==> src/rtl/apb_mem_arbiter_pkg.sv <==
// Shared types for the two-port APB memory arbiter.
package apb_mem_arb_pkg;

   typedef enum logic [1:0] {
      IDLE   = 2'd0,
      ACCESS = 2'd1,
      RESP   = 2'd2
   } arb_state_t;

   typedef logic port_id_t;

   localparam port_id_t PORT0 = 1'b0;
   localparam port_id_t PORT1 = 1'b1;

endpackage

==> src/rtl/apb_mem_arbiter_if.sv <==
// APB slave-side signal bundle for one arbiter port.
interface apb_mem_arbiter_if #(
   parameter int unsigned DATA_WIDTH = 32,
   parameter int unsigned ADDR_WIDTH = 12
) ();
   localparam int unsigned NUM_BYTES = DATA_WIDTH / 8;

   logic                  psel;
   logic                  penable;
   logic                  pwrite;
   logic [ADDR_WIDTH-1:0] paddr;
   logic [DATA_WIDTH-1:0] pwdata;
   logic [NUM_BYTES-1:0]  pstrb;
   logic                  pready;
   logic [DATA_WIDTH-1:0] prdata;
   logic                  pslverr;

   modport master (
      output psel, penable, pwrite, paddr, pwdata, pstrb,
      input  pready, prdata, pslverr
   );

   modport slave (
      input  psel, penable, pwrite, paddr, pwdata, pstrb,
      output pready, prdata, pslverr
   );
endinterface

==> src/rtl/apb_mem_arbiter_rr_arb2.sv <==
// Two-request arbiter. Round-robin by default; define APB_MEM_ARB_FIXED_PRIO_EN
// for fixed priority (port 0 always wins, no pointer register).
module rr_arb2
   import apb_mem_arb_pkg::*;
(
   input  logic       clk,
   input  logic       rst,
   input  logic [1:0] req_i,
   input  logic       advance_i,
   input  port_id_t   served_i,
   output port_id_t   grant_o
);

`ifdef APB_MEM_ARB_FIXED_PRIO_EN
   logic unused_ok;
   assign unused_ok = ^{clk, rst, advance_i, served_i};

   // Port 1 wins only when port 0 is not requesting.
   always_comb begin
      grant_o = (req_i[1] && !req_i[0]) ? PORT1 : PORT0;
   end
`else
   port_id_t ptr_q;

   // Pointer hands priority to the port that was not just served.
   always_ff @(posedge clk) begin
      if (rst) begin
         ptr_q <= PORT0;
      end else if (advance_i) begin
         ptr_q <= ~served_i;
      end
   end

   // Single requester wins outright; contention resolved by the pointer.
   always_comb begin
      if (req_i[0] && req_i[1]) begin
         grant_o = ptr_q;
      end else begin
         grant_o = req_i[1] ? PORT1 : PORT0;
      end
   end
`endif

endmodule

==> src/rtl/apb_mem_arbiter.sv <==
// Two-port APB front end sharing one single-port byte-enabled memory.
// Optional build macro: APB_MEM_ARB_FIXED_PRIO_EN (fixed priority, port 0 wins).
module apb_mem_arbiter
   import apb_mem_arb_pkg::*;
#(
   parameter int unsigned DATA_WIDTH = 32,
   parameter int unsigned NUM_BYTES  = DATA_WIDTH / 8,
   parameter int unsigned ADDR_WIDTH = 12,
   parameter int unsigned MEM_SIZE   = 256,
   parameter int unsigned MEM_AW     = $clog2(MEM_SIZE)
) (
   input  logic                  clk,
   input  logic                  rst,
   apb_mem_arbiter_if.slave      s0,
   apb_mem_arbiter_if.slave      s1,
   output logic                  mem_wr,
   output logic                  mem_rd,
   output logic [NUM_BYTES-1:0]  mem_be,
   output logic [MEM_AW-1:0]     mem_address,
   output logic [DATA_WIDTH-1:0] mem_data_in,
   input  logic [DATA_WIDTH-1:0] mem_data_out
);

   arb_state_t state_q, state_d;
   port_id_t   grant_q, grant_d, arb_grant;
   logic       err_q, err_d;
   logic       rd_ok_q, rd_ok_d;

   logic                  sel_penable;
   logic                  sel_pwrite;
   logic [ADDR_WIDTH-1:0] sel_paddr;
   logic [DATA_WIDTH-1:0] sel_pwdata;
   logic [NUM_BYTES-1:0]  sel_pstrb;
   logic                  addr_err;
   logic                  access_fire;

   rr_arb2 u_arb (
      .clk       (clk),
      .rst       (rst),
      .req_i     ({s1.psel, s0.psel}),
      .advance_i (state_q == RESP),
      .served_i  (grant_q),
      .grant_o   (arb_grant)
   );

   // Route the granted port's request signals to the shared datapath.
   always_comb begin
      if (grant_q == PORT1) begin
         sel_penable = s1.penable;
         sel_pwrite  = s1.pwrite;
         sel_paddr   = s1.paddr;
         sel_pwdata  = s1.pwdata;
         sel_pstrb   = s1.pstrb;
      end else begin
         sel_penable = s0.penable;
         sel_pwrite  = s0.pwrite;
         sel_paddr   = s0.paddr;
         sel_pwdata  = s0.pwdata;
         sel_pstrb   = s0.pstrb;
      end
      addr_err = (sel_paddr[1:0] != 2'b00) ||
                 (32'(sel_paddr[ADDR_WIDTH-1:2]) >= 32'(MEM_SIZE));
      // rst kills a strobe in the same cycle so an in-flight access is aborted.
      access_fire = (state_q == ACCESS) && sel_penable && !rst;
   end

   // State, grant and response-qualifier registers.
   always_ff @(posedge clk) begin
      if (rst) begin
         state_q <= IDLE;
         grant_q <= PORT0;
         err_q   <= 1'b0;
         rd_ok_q <= 1'b0;
      end else begin
         state_q <= state_d;
         grant_q <= grant_d;
         err_q   <= err_d;
         rd_ok_q <= rd_ok_d;
      end
   end

   // Next-state logic.
   always_comb begin
      state_d = state_q;
      grant_d = grant_q;
      err_d   = err_q;
      rd_ok_d = rd_ok_q;
      unique case (state_q)
         IDLE: begin
            if (s0.psel || s1.psel) begin
               grant_d = arb_grant;
               state_d = ACCESS;
            end
         end
         ACCESS: begin
            if (sel_penable) begin
               err_d   = addr_err;
               rd_ok_d = !addr_err && !sel_pwrite;
               state_d = RESP;
            end
         end
         RESP:    state_d = IDLE;
         default: state_d = IDLE;
      endcase
   end

   // Memory strobes during ACCESS and the one-cycle APB response in RESP.
   always_comb begin
      mem_wr      = 1'b0;
      mem_rd      = 1'b0;
      mem_be      = '0;
      mem_address = '0;
      mem_data_in = '0;
      s0.pready   = 1'b0;
      s0.pslverr  = 1'b0;
      s0.prdata   = '0;
      s1.pready   = 1'b0;
      s1.pslverr  = 1'b0;
      s1.prdata   = '0;
      if (access_fire) begin
         mem_address = sel_paddr[MEM_AW+1:2];
         mem_data_in = sel_pwdata;
         if (!addr_err) begin
            if (sel_pwrite) begin
               mem_wr = 1'b1;
               mem_be = sel_pstrb;
            end else begin
               mem_rd = 1'b1;
               mem_be = '1;
            end
         end
      end
      if ((state_q == RESP) && !rst) begin
         if (grant_q == PORT1) begin
            s1.pready  = 1'b1;
            s1.pslverr = err_q;
            s1.prdata  = rd_ok_q ? mem_data_out : '0;
         end else begin
            s0.pready  = 1'b1;
            s0.pslverr = err_q;
            s0.prdata  = rd_ok_q ? mem_data_out : '0;
         end
      end
   end

endmodule

==> src/flat_wrapper.sv <==
// flat-port wrapper written by rule: the top's interface ports become plain ports
module apb_mem_arbiter_flat import apb_mem_arb_pkg::*;
#(
   parameter int unsigned DATA_WIDTH = 32,
   parameter int unsigned NUM_BYTES  = DATA_WIDTH / 8,
   parameter int unsigned ADDR_WIDTH = 12,
   parameter int unsigned MEM_SIZE   = 256,
   parameter int unsigned MEM_AW     = $clog2(MEM_SIZE)
)
  (clk, rst, mem_wr, mem_rd, mem_be, mem_address, mem_data_in, mem_data_out, s0_psel, s0_penable, s0_pwrite, s0_paddr, s0_pwdata, s0_pstrb, s0_pready, s0_prdata, s0_pslverr, s1_psel, s1_penable, s1_pwrite, s1_paddr, s1_pwdata, s1_pstrb, s1_pready, s1_prdata, s1_pslverr);
  apb_mem_arbiter_if #(.DATA_WIDTH(DATA_WIDTH), .ADDR_WIDTH(ADDR_WIDTH)) s0_i ();
  apb_mem_arbiter_if #(.DATA_WIDTH(DATA_WIDTH), .ADDR_WIDTH(ADDR_WIDTH)) s1_i ();
  input  logic clk;
  input  logic rst;
  output logic mem_wr;
  output logic mem_rd;
  output logic [NUM_BYTES-1:0] mem_be;
  output logic [MEM_AW-1:0] mem_address;
  output logic [DATA_WIDTH-1:0] mem_data_in;
  input  logic [DATA_WIDTH-1:0] mem_data_out;
  input wire logic [$bits(s0_i.psel)-1:0] s0_psel;
  input wire logic [$bits(s0_i.penable)-1:0] s0_penable;
  input wire logic [$bits(s0_i.pwrite)-1:0] s0_pwrite;
  input wire logic [$bits(s0_i.paddr)-1:0] s0_paddr;
  input wire logic [$bits(s0_i.pwdata)-1:0] s0_pwdata;
  input wire logic [$bits(s0_i.pstrb)-1:0] s0_pstrb;
  output wire logic [$bits(s0_i.pready)-1:0] s0_pready;
  output wire logic [$bits(s0_i.prdata)-1:0] s0_prdata;
  output wire logic [$bits(s0_i.pslverr)-1:0] s0_pslverr;
  input wire logic [$bits(s1_i.psel)-1:0] s1_psel;
  input wire logic [$bits(s1_i.penable)-1:0] s1_penable;
  input wire logic [$bits(s1_i.pwrite)-1:0] s1_pwrite;
  input wire logic [$bits(s1_i.paddr)-1:0] s1_paddr;
  input wire logic [$bits(s1_i.pwdata)-1:0] s1_pwdata;
  input wire logic [$bits(s1_i.pstrb)-1:0] s1_pstrb;
  output wire logic [$bits(s1_i.pready)-1:0] s1_pready;
  output wire logic [$bits(s1_i.prdata)-1:0] s1_prdata;
  output wire logic [$bits(s1_i.pslverr)-1:0] s1_pslverr;
  assign s0_i.psel = s0_psel;
  assign s0_i.penable = s0_penable;
  assign s0_i.pwrite = s0_pwrite;
  assign s0_i.paddr = s0_paddr;
  assign s0_i.pwdata = s0_pwdata;
  assign s0_i.pstrb = s0_pstrb;
  assign s0_pready = s0_i.pready;
  assign s0_prdata = s0_i.prdata;
  assign s0_pslverr = s0_i.pslverr;
  assign s1_i.psel = s1_psel;
  assign s1_i.penable = s1_penable;
  assign s1_i.pwrite = s1_pwrite;
  assign s1_i.paddr = s1_paddr;
  assign s1_i.pwdata = s1_pwdata;
  assign s1_i.pstrb = s1_pstrb;
  assign s1_pready = s1_i.pready;
  assign s1_prdata = s1_i.prdata;
  assign s1_pslverr = s1_i.pslverr;
  apb_mem_arbiter #(.DATA_WIDTH(DATA_WIDTH), .NUM_BYTES(NUM_BYTES), .ADDR_WIDTH(ADDR_WIDTH), .MEM_SIZE(MEM_SIZE), .MEM_AW(MEM_AW)) u_core (.clk(clk), .rst(rst), .s0(s0_i), .s1(s1_i), .mem_wr(mem_wr), .mem_rd(mem_rd), .mem_be(mem_be), .mem_address(mem_address), .mem_data_in(mem_data_in), .mem_data_out(mem_data_out));
endmodule
==> config.mk <==
export PLATFORM = sky130hd
export DESIGN_NAME = apb_mem_arbiter_flat
export DESIGN_NICKNAME = d
export VERILOG_FILES = /design/src/rtl/apb_mem_arbiter_pkg.sv /design/src/rtl/apb_mem_arbiter_if.sv /design/src/rtl/apb_mem_arbiter_rr_arb2.sv /design/src/rtl/apb_mem_arbiter.sv /design/src/flat_wrapper.sv
export SDC_FILE = /design/constraint.sdc
export NUM_CORES = 1
export LEC_CHECK = 0
export CAP_MARGIN = 20
export CORE_AREA = 2 2 98 100
export DETAILED_ROUTE_END_ITERATION = 8
export DIE_AREA = 0 0 100 102
export HOLD_SLACK_MARGIN = 0.05
export SLEW_MARGIN = 20
export SYNTH_ARGS = -nofsm -noshare
export SYNTH_HDL_FRONTEND = slang
export SYNTH_SLANG_ARGS = --single-unit
==> constraint.sdc <==
create_clock -name clk -period 3.51 [get_ports clk]
set_clock_uncertainty 0.15 [all_clocks]
set_input_delay 0.8775 -clock clk [delete_from_list [all_inputs] [get_ports clk]]
set_output_delay 0.8775 -clock clk [all_outputs]
set_load 0.005 [all_outputs]
==> After elaboration in Yosys (flattened, before gate mapping) <==
Cells that the tools add are included.
{ "word_totals": {"output_inout_bits": 114, "elab_cells": 60, "input_bits": 136, "regBits": 6} }
{ "op_classes": {"n_reduce_logical": 15, "order_cmp": 1, "n_eq_ne": 4, "n_bitwise": 1, "mux": 34} }
{ "ops": {"columns": ["op", "count"], "rows": [
  ["$mux W32", 7],
  ["$mux W1", 18],
  ["$mux W4", 4],
  ["$mux W12", 1],
  ["$ge A10 B9 Y1 const B", 1],
  ["$mux W8", 1],
  ["$reduce_and A2 Y1", 3],
  ["$logic_and A1 B1 Y1", 5],
  ["$mux W2", 2],
  ["$ne A2 B1 Y1 const B", 2],
  ["$pmux W2 S2", 1],
  ["$logic_not A1 Y1", 3],
  ["$eq A2 B1 Y1 const B", 1],
  ["$eq A2 B2 Y1 const B", 1],
  ["$logic_not A2 Y1", 1],
  ["$logic_or A1 B1 Y1", 2],
  ["$reduce_bool A2 Y1", 1],
  ["$not A1 Y1", 1]
]} }

==> Logic depth before layout (Yosys ltp) <==
{ "logic_depth": {"ltp_word": 5, "ltp_mapped": 7, "depth_no_buf": 3} }

==> By module <==
From an unflattened synthesis, not the netlist that was laid out.
{ "hier_totals": {"cells_unflattened": 252, "hier_area_um2": 1457.6} }
{ "by_module_without_submodules": {"columns": ["mod", "seq_area_each_um2", "cells_per_inst", "instances", "area_each_um2"], "rows": [
  ["apb_mem_arbiter", 100.1, 247, 1, 1410.1],
  ["rr_arb2", 20.0, 5, 1, 47.5]
]} }

==> Worst setup path before layout <==
Ideal clock, no wire load.
{ "synth_path": {"path_type": "input-to-output", "start": "input port s1_penable", "end": "output port mem_be[0]", "path_slack_ps": 654, "t_required_ps": 2483, "arrival_ps": 1829, "n_path_buf": 2, "cell_stages": 5, "cell_sequence": "mux2i_1 -> or3_1 -> clkbuf_1 -> buf_4 -> a211oi_1"} }
{ "synth_between": {"elab_chain_cells": 4} }
{ "synth_rtl": {"columns": ["item", "line_no", "text"], "rows": [
  ["from (decl)", "flat_wrapper.sv:31", "input wire logic [$bits(s1_i.penable)-1:0] s1_penable;"],
  ["$mux W1", "apb_mem_arbiter.sv:48", "if (grant_q == PORT1) begin"],
  ["$logic_and A1 B1 Y1 (2 in a row)", "apb_mem_arbiter.sv:64", "access_fire = (state_q == ACCESS) && sel_penable && !rst;"],
  ["$mux W4", "apb_mem_arbiter.sv:120", "if (access_fire) begin"],
  ["to (decl)", "flat_wrapper.sv:17", "output logic [NUM_BYTES-1:0] mem_be;"]
]} }
No other way between the ends.

==> Final worst setup path <==
{ "layout_path": {"start": "input port s1_paddr[0]", "end": "output port mem_be[0]"} }
{ "layout_between": {"elab_chain_cells": 5} }
{ "layout_rtl": {"columns": ["item", "line_no", "text"], "rows": [
  ["from (decl)", "flat_wrapper.sv:33", "input wire logic [$bits(s1_i.paddr)-1:0] s1_paddr;"],
  ["$mux W12", "apb_mem_arbiter.sv:48", null],
  ["$reduce_bool A2 Y1", "apb_mem_arbiter.sv:61", "addr_err = (sel_paddr[1:0] != 2'b00) ||"],
  ["$logic_or A1 B1 Y1", "apb_mem_arbiter.sv:61", null],
  ["$mux W4", "apb_mem_arbiter.sv:123", "if (!addr_err) begin"],
  ["$mux W4", "apb_mem_arbiter.sv:120", null]
]} }
No other way between the ends.

==> results.txt <==
- The detailed router finished its first iteration with 40 violations.
- Met2 capacity usage during global routing: 33.58%
- Standard cell core area: about 9100 sq um
- Dividing the detail-routed via count by the number of cells gives about 4.3.
* Delay-heaviest family, CP: buffers and inverters
- In this run the critical register-to-register path is launched from u_core.grant_q.
- Worst-case clock buffer depth: 2
- After global routing the overflow that remains totals 0.
- The die is about 100 microns wide.
- The final hold violation count is 0.
- H-tree Lvls: 1
* Final setup violation count: 0
- During synthesis, Yosys emitted a total of 0 warnings.
- The number of cells on the worst reg-to-reg path is 19.
- After technology mapping, the gate count stands at roughly 250.
* CP max FO: 7
* Fraction of synthesized cell area taken by the top area cell type: between 30% and 40%
* Cell Area, Placed: approximately 4200 sq um
- Net count after synthesis: between 300 and 400
- Worst setup path startpoint: s1_paddr[0]
- Data required time of the worst path: approximately 2.5 ns
* IR Drop Worst-Case VDD: 0.00006136 V
* Max transition margin: roughly two thirds
- Kind of end point of the critical path: primary output
- Antenna violations before repair: 0
- CTS Root Buffer Type: clkbuf_8
- Arrival time at the worst endpoint: approximately 2.4 ns
* I/O pin cnt: 250
- Worst Hold Margin: between 0.3 and 0.4 ns
- In this run the remaining antenna-violating nets after routing total 0.
- Total count of max-transition violations in the final report: 0
* Overall routed net length: around 9500 microns
* Die Area: 10200 sq um
- Most used routing layer: met2
- Measured along the y axis, the die boundary spans roughly 100 microns.
* Drt first pass iters: 4
* Cell type with the highest aggregate area in the netlist: mux2i_1
- The critical path goes through clkdlybuf4s50_1, nor4_1, buf_4, a22oi_2, a211oi_2, dlygate4sd2_1.
- The number of hold buffers added after CTS was 0.
- Sequential cells were found to cover roughly 8.3% of the synthesized design area.
- Type of the worst min-delay path: flip-flop to flip-flop
- Final total negative setup slack: 0 ns
* Commonest non-fill, non-tap cells in the layout: clkdlybuf4s50_1 (193), nor2_1 (109), dlygate4sd2_1 (49)
- Number of cells in the design after placement: around 600
- In this run the static leakage power is 1.896 nW.
- Capturing element of the worst setup path: mem_be[0]
* DRC violation count after routing: 0
- First-pass GRT wire length: roughly 14000 microns
* TritonCTS buffer count: 3
- Min setup slack post-route: about 0.085 ns
- The library cell used most frequently in the layout, excluding fill and tap cells, is clkdlybuf4s50_1.
* ANT cells: 0
* Via count of the first global-routing pass: 2757
* Setup repair after global routing missed its margin: no
- Effective utilization at floorplan: 15.85%
- Final Instance Area: 4492 sq um
- In this run the cell area of the synthesized design comes to 1444 sq um.
* Peak clock frequency supported by timing: ~290 MHz
- Mean area per synthesized cell: around 5.7 sq um
- Global routing usage on met3: 5.814%
- Power per Cell Area: between 100 and 150 nW/um^2
- Core Rows: 35
* Gpl congestion: about 0.83
- Dividing the final minimum period by the clock period gives between 90 and 100%.
* Largest net degree at the start of global routing: 35
- For the worst-skew pair, the clock arrives at the later sink with an insertion delay of around 0.22 ns.
* Flops & latches, synth: 6
- Routed length per placed instance: approximately 15 microns
- The worst register-to-register path ends at u_core.rd_ok_q.
* Port bufs: 249
* Area growth from synthesis to layout: 211.1%
* Global-route usage over all layers: 17.10%
- The tool flagged a number of max-cap violations equal to 0.
- Clock tree from TritonCTS: yes
- For this run, the slowest stage of the critical path takes around 0.40 ns.
* Final Non-Filler Cells: ~640
- HPWL Detailed: about 7300 microns
* Register-to-register path setup slack: around 0.48 ns
- Critical Path Source Type: input pin
* Synth top area cells: mux2i_1 (32%), nor2_1 (28%), dfxtp_1 (8.3%)
- Worst path buffer plus inverter count: 3
* Fin nets: ~660
- The flow ran to the end, and the final reports show no timing, DRC or antenna violations.
- Netlist cell types: 25
- The design draws about 0.52 mW.
* Utilization after layout: 49.31%
- In the final layout, the share of cells above drive strength 1 is a little under an eighth.
- Met1 usage in global routing: between 15 and 20%
- Slowest CP cell: clkdlybuf4s50_1
- Final period demand of the worst path: around 3.4 ns
- Worst Tran Pin Value: roughly 0.47 ns
- Sink Count: 6
* Critical Setup Path Class: input pin to primary output
* DR vias: around 2700
- Count of cell instances traversed by the critical path: 6
- Clock-pin slew was measured on the worst setup and hold paths at ~0.040 ns.
- Timing analysis after detailed placement gives a worst setup slack of -0.3879 ns.
[report_power, final]
| group | internal, mW | switching (mW) |
|---|---|---|
| registers | 0.0732 | 0.00626 |
| logic | 0.236 | 0.105 |
| clock network | 0.0737 | 0.0297 |
| total | 0.383 | 0.141 |
[worst register-to-register path, stage by stage, from the launching register on]
cell and delay, ns:
dfxtp_2 0.46, mux2i_2 0.12, buf_4 0.15, buf_4 0.12
buf_4 0.12, buf_4 0.12, buf_4 0.12, buf_4 0.12
buf_4 0.12, buf_4 0.12, buf_4 0.12, buf_4 0.12
buf_4 0.12, buf_4 0.12, buf_4 0.12, buf_4 0.13
buf_4 0.12, buf_4 0.14, o21ai_2 0.14, o31ai_2 0.07
[Yosys cell counts, drive strengths merged]
library cell,n
a211oi,4
a21bo,1
a21oi,2
a22o,1
a22oi,1
buf,10
clkbuf,14
dfxtp,6
inv,6
mux2i,46
nand2,32
nand2b,3
nand3,1
nor2,109
nor2b,2
nor3,5
nor3b,1
nor4,1
o21a,1
o21ai,3
o31ai,1
or3,2
or3b,1
[final cells by class]
class | instances | area (sq um)
multi-input cells | 217 | 1236
well taps | 111 | 138.9
repair buffers | 292 | 2932
fillers | 912 | 4617
flip-flops and latches | 6 | 121.4
clock buffers | 3 | 41.29
inverters | 6 | 22.52
[routing by layer]
metal,share of wire (%),vias up
met5,0,-
met4,0.90,0
met3,11,8
met2,52,156
met1,36,1204
li1,-,1354
[what timing repair did]
item,4_1_cts,5_1_grt
buffers inserted,19,0
endpoints found under the setup margin,113,42
gates resized for setup,66,15
pin swaps,2,1
gates cloned,4,1
[cell families after synthesis]
family          share of synthesized area [%]
simple gates                            43.33
compound gates                          7.019
buf+inv                                 9.445
mux                                     31.89
flops                                   8.319
[registers in the layout, indices dropped and copies added, names as in the netlist]
register and count:
u_core.err_q 1, u_core.grant_q 1, u_core.u_arb.ptr_q 1, u_core.rd_ok_q 1, u_core.state_q 2
[worst min path at each step]
stage	start	to	slack, ns	depth (start not counted)
final	u_core.u_arb.ptr_q	u_core.u_arb.ptr_q	0.36	2
after global routing	u_core.u_arb.ptr_q	u_core.u_arb.ptr_q	0.40	2
after CTS	u_core.u_arb.ptr_q	u_core.u_arb.ptr_q	0.38	2
after detailed placement	u_core.u_arb.ptr_q	u_core.u_arb.ptr_q	0.37	2
after global placement	u_core.u_arb.ptr_q	u_core.u_arb.ptr_q	0.33	2
after floorplan	u_core.u_arb.ptr_q	u_core.u_arb.ptr_q	0.30	2
No activity file was read; power rests on OpenSTA's default activity.
